### src/rtl/xs3_pkg.sv
// Shared definitions for the excess-3 digit sequencer: code offset,
// invalid-code test and controller state encoding.
package xs3_pkg;

  localparam logic [3:0] XS3_OFFSET = 4'd3;
  localparam logic [3:0] XS3_MAX    = 4'd12;

  typedef enum logic {
    COLLECT = 1'b0,
    HOLD    = 1'b1
  } state_e;

  function automatic logic xs3_invalid(input logic [3:0] code);
    return (code < XS3_OFFSET) || (code > XS3_MAX);
  endfunction

endpackage

### src/rtl/xs3_digit_dec.sv
// Combinational excess-3 to BCD decode of one digit; invalid codes
// decode to 0 and raise inv_o.
module xs3_digit_dec
  import xs3_pkg::*;
(
  input  logic [3:0] xs3_i,
  output logic [3:0] bcd_o,
  output logic       inv_o
);

  assign inv_o = xs3_invalid(xs3_i);
  assign bcd_o = inv_o ? 4'd0 : (xs3_i - XS3_OFFSET);

endmodule

### src/rtl/xs3_dec_seq.sv
// Assembles excess-3 digits into right-aligned packed BCD words of up to
// NDIG digits. Define XS3_DEC_ERR_CNT_EN to add the saturating err_cnt output.
module xs3_dec_seq
  import xs3_pkg::*;
#(
  parameter int NDIG = 4
) (
  input  logic              clk,
  input  logic              rst_n,
  input  logic              in_valid,
  output logic              in_ready,
  input  logic [3:0]        in_xs3,
  input  logic              in_last,
  output logic              out_valid,
  input  logic              out_ready,
  output logic [4*NDIG-1:0] out_bcd,
  output logic [3:0]        out_ndig,
`ifdef XS3_DEC_ERR_CNT_EN
  output logic              out_err,
  output logic [7:0]        err_cnt
`else
  output logic              out_err
`endif
);

  localparam int ACC_W = 4 * NDIG;

  state_e             state_q, state_d;
  logic [ACC_W-1:0]   acc_q, acc_d, acc_base;
  logic [3:0]         cnt_q, cnt_d, cnt_base, cnt_inc;
  logic               err_q, err_d, err_base;
  logic               accept, fresh, word_end;
  logic [3:0]         dig_bcd;
  logic               dig_inv;

  xs3_digit_dec u_dec (
    .xs3_i (in_xs3),
    .bcd_o (dig_bcd),
    .inv_o (dig_inv)
  );

  always_comb begin
    state_d  = state_q;
    acc_d    = acc_q;
    cnt_d    = cnt_q;
    err_d    = err_q;
    in_ready = (state_q == COLLECT) || out_ready;
    accept   = in_valid && in_ready;
    // An accept while holding starts a new word, so build from a cleared base.
    fresh    = (state_q == HOLD);
    acc_base = fresh ? '0 : acc_q;
    cnt_base = fresh ? 4'd0 : cnt_q;
    err_base = fresh ? 1'b0 : err_q;
    cnt_inc  = cnt_base + 4'd1;
    word_end = in_last || (cnt_inc == 4'(NDIG));

    if ((state_q == HOLD) && out_ready) begin
      state_d = COLLECT;
      acc_d   = '0;
      cnt_d   = 4'd0;
      err_d   = 1'b0;
    end

    if (accept) begin
      acc_d   = (acc_base << 4) | ACC_W'(dig_bcd);
      cnt_d   = cnt_inc;
      err_d   = err_base | dig_inv;
      state_d = word_end ? HOLD : COLLECT;
    end
  end

  always_ff @(posedge clk or negedge rst_n) begin
    if (!rst_n) begin
      state_q <= COLLECT;
      acc_q   <= '0;
      cnt_q   <= 4'd0;
      err_q   <= 1'b0;
    end else begin
      state_q <= state_d;
      acc_q   <= acc_d;
      cnt_q   <= cnt_d;
      err_q   <= err_d;
    end
  end

  assign out_valid = (state_q == HOLD);
  assign out_bcd   = acc_q;
  assign out_ndig  = cnt_q;
  assign out_err   = err_q;

`ifdef XS3_DEC_ERR_CNT_EN
  logic [7:0] err_cnt_q, err_cnt_d;

  always_comb begin
    err_cnt_d = err_cnt_q;
    if (accept && dig_inv && (err_cnt_q != 8'hFF))
      err_cnt_d = err_cnt_q + 8'd1;
  end

  always_ff @(posedge clk or negedge rst_n) begin
    if (!rst_n) err_cnt_q <= 8'd0;
    else        err_cnt_q <= err_cnt_d;
  end

  assign err_cnt = err_cnt_q;
`endif

endmodule

### config.mk
export PLATFORM = sky130hd
export DESIGN_NAME = xs3_dec_seq
export DESIGN_NICKNAME = d
export VERILOG_FILES = /design/src/rtl/xs3_pkg.sv /design/src/rtl/xs3_digit_dec.sv /design/src/rtl/xs3_dec_seq.sv
export SDC_FILE = /design/constraint.sdc
export NUM_CORES = 1
export LEC_CHECK = 0
export ABC_CLOCK_PERIOD_IN_PS = 1120
export CORE_MARGIN = 2
export CORE_UTILIZATION = 47
export CTS_CLUSTER_SIZE = 24
export DETAILED_ROUTE_END_ITERATION = 10
export PLACE_DENSITY = 0.89
export SETUP_SLACK_MARGIN = 0.02
export SLEW_MARGIN = 30
export SYNTH_ARGS = -nofsm -noshare
export SYNTH_HDL_FRONTEND = slang
export SYNTH_HIERARCHICAL = 1
export SYNTH_SLANG_ARGS = --single-unit
### constraint.sdc
create_clock -name clk -period 1.12 [get_ports clk]
set_input_delay 0.168 -clock clk [delete_from_list [all_inputs] [get_ports clk]]
set_output_delay 0.168 -clock clk [all_outputs]
set_load 0.03 [all_outputs]
After elaboration in Yosys (flattened, before gate mapping)
Cells that the tools add are included.

Memory bits (writable): 0. Input bits: 9. Word-level logic and storage cells: 30. Memories: 0. Register bits after elaboration: 22. Bits in latches: 0. Bits in read-only memories: 0. Output and inout bits: 23.

Multiplexer cells: 12. Eq/ne operators: 1. Order comparisons: 2. Multipliers: 0. Div/mod/pow operators: 0. $add $sub $neg: 2. Bitwise gates (word level): 3. Reductions and logical operators: 6. Shift operators: 0.

Operators with widths (count): 2-to-1 mux 16 bit (2); 2-to-1 mux 4 bit (4); OR 16 x 4 -> 16 bit (1); 2-to-1 mux 12 bit (1); 2-to-1 mux 1 bit (5); adder 4 x 1 -> 4 bit (second input constant) (1); == test 4 x 3 -> 1 bit (second input constant) (1); greater-than comparator 4 bit (second input constant) (1); less-than comparator 4 x 2 -> 1 bit (second input constant) (1); subtractor 4 x 2 -> 4 bit (second input constant) (1); logical OR 1 bit (3); logical AND 1 bit (2); nonzero test 2 bit (1); NOT 1 bit (1); OR 1 bit (1).

Longest topological paths before layout
Gate-level depths: netlist of run 1.

Word-level depth: 6. Gate-level depth with buffers: 7. Depth with buffers taken out: 7.

Modules after synthesis
The synthesis of run 1 kept the hierarchy.

Modules (own cells, without submodules): xs3_dec_seq (seq. area each 550.5 µm², cells an instance 104, instances 1, area an instance 1089.8 µm²); xs3_digit_dec (seq. area each 0.0 µm², cells an instance 17, instances 1, area an instance 107.6 µm²).

Worst setup path before layout of run 1
No wires, ideal clock.

Path kind: flip-flop to flip-flop. Start point: reg state_q (netlist: out_valid). End point: reg state_q (netlist: out_valid). Arrival time: 1.173 ns. Cell stages (with the launch flop): 5. Buffers on the path: 1. Slack: -0.195 ns. Cells stage by stage: dfrtp_1 > nor2b_4 > buf_6 > inv_1 > o21ai_0.

Elaborated cells between the ends (all ways): 11. Those cells by class: 1 x add/sub; 1 x eq/ne; 3 x mux; 1 x bitwise; 5 x reduce/logical.

RTL lines: start, declared (RTL line xs3_dec_seq.sv:28) `state_e state_q, state_d;`; start signal, assigned (RTL line xs3_dec_seq.sv:79) `state_q <= state_d;`; NOT 1 bit * (RTL line xs3_dec_seq.sv:47) `in_ready = (state_q == COLLECT) || out_ready;`; logical OR 1 bit * (RTL line xs3_dec_seq.sv:47); named net in_ready (RTL line xs3_dec_seq.sv:11) `output logic in_ready,`; logical AND 1 bit * (RTL line xs3_dec_seq.sv:48) `accept = in_valid && in_ready;`; 2-to-1 mux 1 bit or nonzero test 2 bit (tied branches).

The timed path passes the listed nets; every way through them passes the cells marked *. A chain may end at the register's enable or synchronous reset.

Final worst setup path of run 1
Start point: reg state_q (netlist: out_valid). End point: out in_ready.

Cells in the longest elaborated chain, start to end: 2.

RTL lines (RTL line): NOT 1 bit (xs3_dec_seq.sv:47); logical OR 1 bit (xs3_dec_seq.sv:47); end, declared (xs3_dec_seq.sv:11).

No other way between the ends.

==> run_results.csv, run 1 <==
group,metric,value,unit
cells_and_area,fin_util,0.7712,
synth,netlist_instances,121,
routing,wl_met3,112,µm
sta,finalCritPeriodShare,1.149,
clock_tree,hold_buffers,0,
power,switching_share,0.3880,
setup_path,crit_required,0.95,ns
routing,wire_per_inst,16.32,µm
global_route,grt_antenna_before_repair,0,
cells_and_area,final_common_cell,"buf_4",
power,combPwrFrac,0.483,
power,leakagePower,0.9090,nW
setup_path,cp.arrival,1.12,ns
synth,synth-async-reset-ratio,1.000,
floorplan,coreArea,0.002455,mm²
synth,seq_area_frac_synth,0.4598,
placement,pre_cts_slack,-0.6545,ns
flow_run,cap_violations,0,
routing,finalWirelength,3411,µm
cells_and_area,area_growth,58.10,%
run_status,status,"complete, but fails checks",
synth,synth_cell_types,28,
run_status,violations,"negative setup slack",
synth,ys.flop_type,"dfrtp_1",
clock_tree,cts_buffer_depth,2,
cells_and_area,diodes,0,
routing,routed.top_layer,"met4",
clock_tree,cts.sinks,22,
clock_tree,numCtsBuffers,3,
sta,maxSlewHeadroom,0.8316,
setup_path,r2r_slack,-0.10,ns
clock_tree,clkTransAtPathRegs,0.13,ns
sta,layout_setup_ws,-0.1665,ns
routing,first_iter_violations,9,
floorplan,initial_core_util,0.4878,
sta,whs,0.1853,ns
global_route,grt_max_degree,26,
floorplan,ioPinCount,32,
placement,dp_hpwl,2044,µm
sta,rsz0062_at_grt,"true",
sta,tightest_slew,0.2522,ns
synth,yosysWarnings,6,
cells_and_area,drive_gt1_frac,0.4637,
worst_hold_path,hold_path.class,"input port to async pin",
floorplan,rows,18,
global_route,grt_pass1_wl,4850,µm
routing,ant_nets,0,
sta,max_freq,777.3,MHz
synth,ys_ff_latch,22,
routing,drt-pass1-iter-count,4,
sta,final-hold-violation-count,0,
setup_path,critPathMaxFanout,2,
floorplan,die_h,54.48,µm
clock_tree,cts_root_buf,"clkbuf_4",
routing,route.met2.wl,1862,µm
cells_and_area,nets,191,
power,internal_power,1.772,mW
power,powerDensity,1530,mW/mm²
setup_path,criticalPathCategory,"register to primary output",
placement,gp_congestion,0.7673,
power,p_switching,1.124,mW
power,seqPwrFrac,0.366,
setup_path,end_kind,"primary output",
setup_path,path_cells,"nor2b_4 -> clkinvlp_4 -> buf_6",
placement,portBuffers,31,
global_route,grt_pass1_vias,1076,
cells_and_area,mostFrequentLayoutCells,"36 x buf_4, 19 x dfrtp_1, 17 x mux2i_1",
synth,syn_avg_cell_area,9.896,µm²
sta,period_minus_slack,1.286,ns
setup_path,slowest_stage,"dfrtp_2",
setup_path,max_stage_delay,0.40,ns
clock_tree,cts_tree,"done",
synth,synth_edf_count,0,
power,max-vdd-ir-drop,1.435,mV
routing,avgViaCountPerCell,5.555,
global_route,grt-ovfl-total,0,
clock_tree,clk_latency,0.31,ns
setup_path,start_kind,"register",
synth,syn-cell-area,0.001197,mm²
routing,wl_met1,1346,µm
synth,syn_nets,132,
floorplan,die_area,0.002968,mm²
clock_tree,ctsHtreeMaxLevel,1,
sta,drv_slew,0,
global_route,grt_use_total,0.2258,
routing,drc_errors,0,
routing,num_vias,1161,
sta,skew,0.007609,ns
floorplan,die_w,54.48,µm
sta,setup_viol_count_final,20,
power,power.share.clock,0.151,
routing by layer:
layer	GRT usage	vias to the layer above
met5	0	-
met4	0.1000	0
met3	0.02459	10
met2	0.3996	37
met1	0.2750	568
li1	-	546
cell type report:
cell class	count	area (µm²)
Sequential cell	22	554.3
Tap cell	30	37.54
Clock buffer	4	36.28
Fill cell	158	561.8
Inverter	4	21.27
Multi-Input combinational cell	87	656.9
Timing Repair Buffer	62	586.8
sequential cells by signal, summed over array words and instances, names as in the netlist:
register and count:
out_bcd 16, out_err 1, out_valid 1, out_ndig 4
repair_timing:
| action | 4_1_cts | 5_1_grt |
|---|---|---|
| setup buffers | 9 | 9 |
| pin swaps | 2 | 4 |
| endpoints found under the setup margin | 17 | 36 |
| gates resized for setup | 11 | 35 |
kinds of logic after synthesis:
group / synth area share
compound gates: 0.1714
simple gates: 0.1317
mux: 0.1421
fa+ha+maj: 0.02090
xor+xnor: 0.01463
buf+inv: 0.05955
flops: 0.4598
critical path: cells and delay by family (launching register included):
kind	cells	cell delay, ns
buf+inv	2	0.24
simple gates	1	0.18
flops	1	0.40
through the flow:
step / setup TNS, ns / power [mW] / std cells / cell area [µm²]
floorplan: -0.09725 / 1.691 / 121 / 1220
global placement: -5.397 / 2.095 / 187 / 1602
detailed placement: -5.854 / 2.135 / 187 / 1602
CTS: -1.356 / 2.686 / 200 / 1722
global route: -2.479 / 3.041 / 209 / 1893
finish: -1.476 / 2.896 / 209 / 1893
cell usage after synthesis (all sizes together) (2+ instances only):
master,number,area (µm²)
a21oi,2,10.01
a31oi,2,12.51
a32oi,4,35.03
buf,7,52.54
dfrtp,22,550.5
ha,2,25.02
inv,4,15.01
mux2i,17,170.2
nand2,17,63.81
nand2b,2,12.51
nand3,4,20.02
nor2,4,15.01
nor2b,2,22.52
nor3,2,10.01
o21ai,20,100.1
xor2,2,17.52
power by group through the flow:
| stage | clock network (mW) | logic [mW] | registers [mW] |
|---|---|---|---|
| 2_1_floorplan | 0 | 0.323 | 1.37 |
| 3_3_place_gp | 0 | 0.988 | 1.11 |
| 3_5_place_dp | 0 | 1.02 | 1.12 |
| 4_1_cts | 0.444 | 1.19 | 1.05 |
| 5_1_grt | 0.479 | 1.49 | 1.08 |
| 6_report | 0.436 | 1.40 | 1.06 |
final timing paths:
| check | start | end | depth (start not counted) |
|---|---|---|---|
| max in group asynchronous | rst_n | out_ndig[3]$_DFFE_PN0P_ | 2 |
| setup / recovery | out_valid$_DFFE_PN0P_ | in_ready | 3 |
| hold / removal | rst_n | out_bcd[14]$_DFFE_PN0P_ | 2 |
| hold reg to reg | out_bcd[11]$_DFFE_PN0P_ | out_bcd[11]$_DFFE_PN0P_ | 2 |
| setup reg to reg | out_valid$_DFFE_PN0P_ | out_bcd[12]$_DFFE_PN0P_ | 6 |
| min in group clk | in_xs3[1] | out_bcd[3]$_DFFE_PN0P_ | 5 |
(Power assumes the default switching activity.)
==> run 2: changes to the inputs <==
--- a/config.mk
+++ b/config.mk
@@ -6,6 +6,7 @@
 export NUM_CORES = 1
 export LEC_CHECK = 0
 export ABC_CLOCK_PERIOD_IN_PS = 1120
+export CAP_MARGIN = 20
 export CORE_MARGIN = 2
 export CORE_UTILIZATION = 47
 export CTS_CLUSTER_SIZE = 24
==> results of run 2 <==
No change in the layout: final DEF, timing and power equal those of run 1.
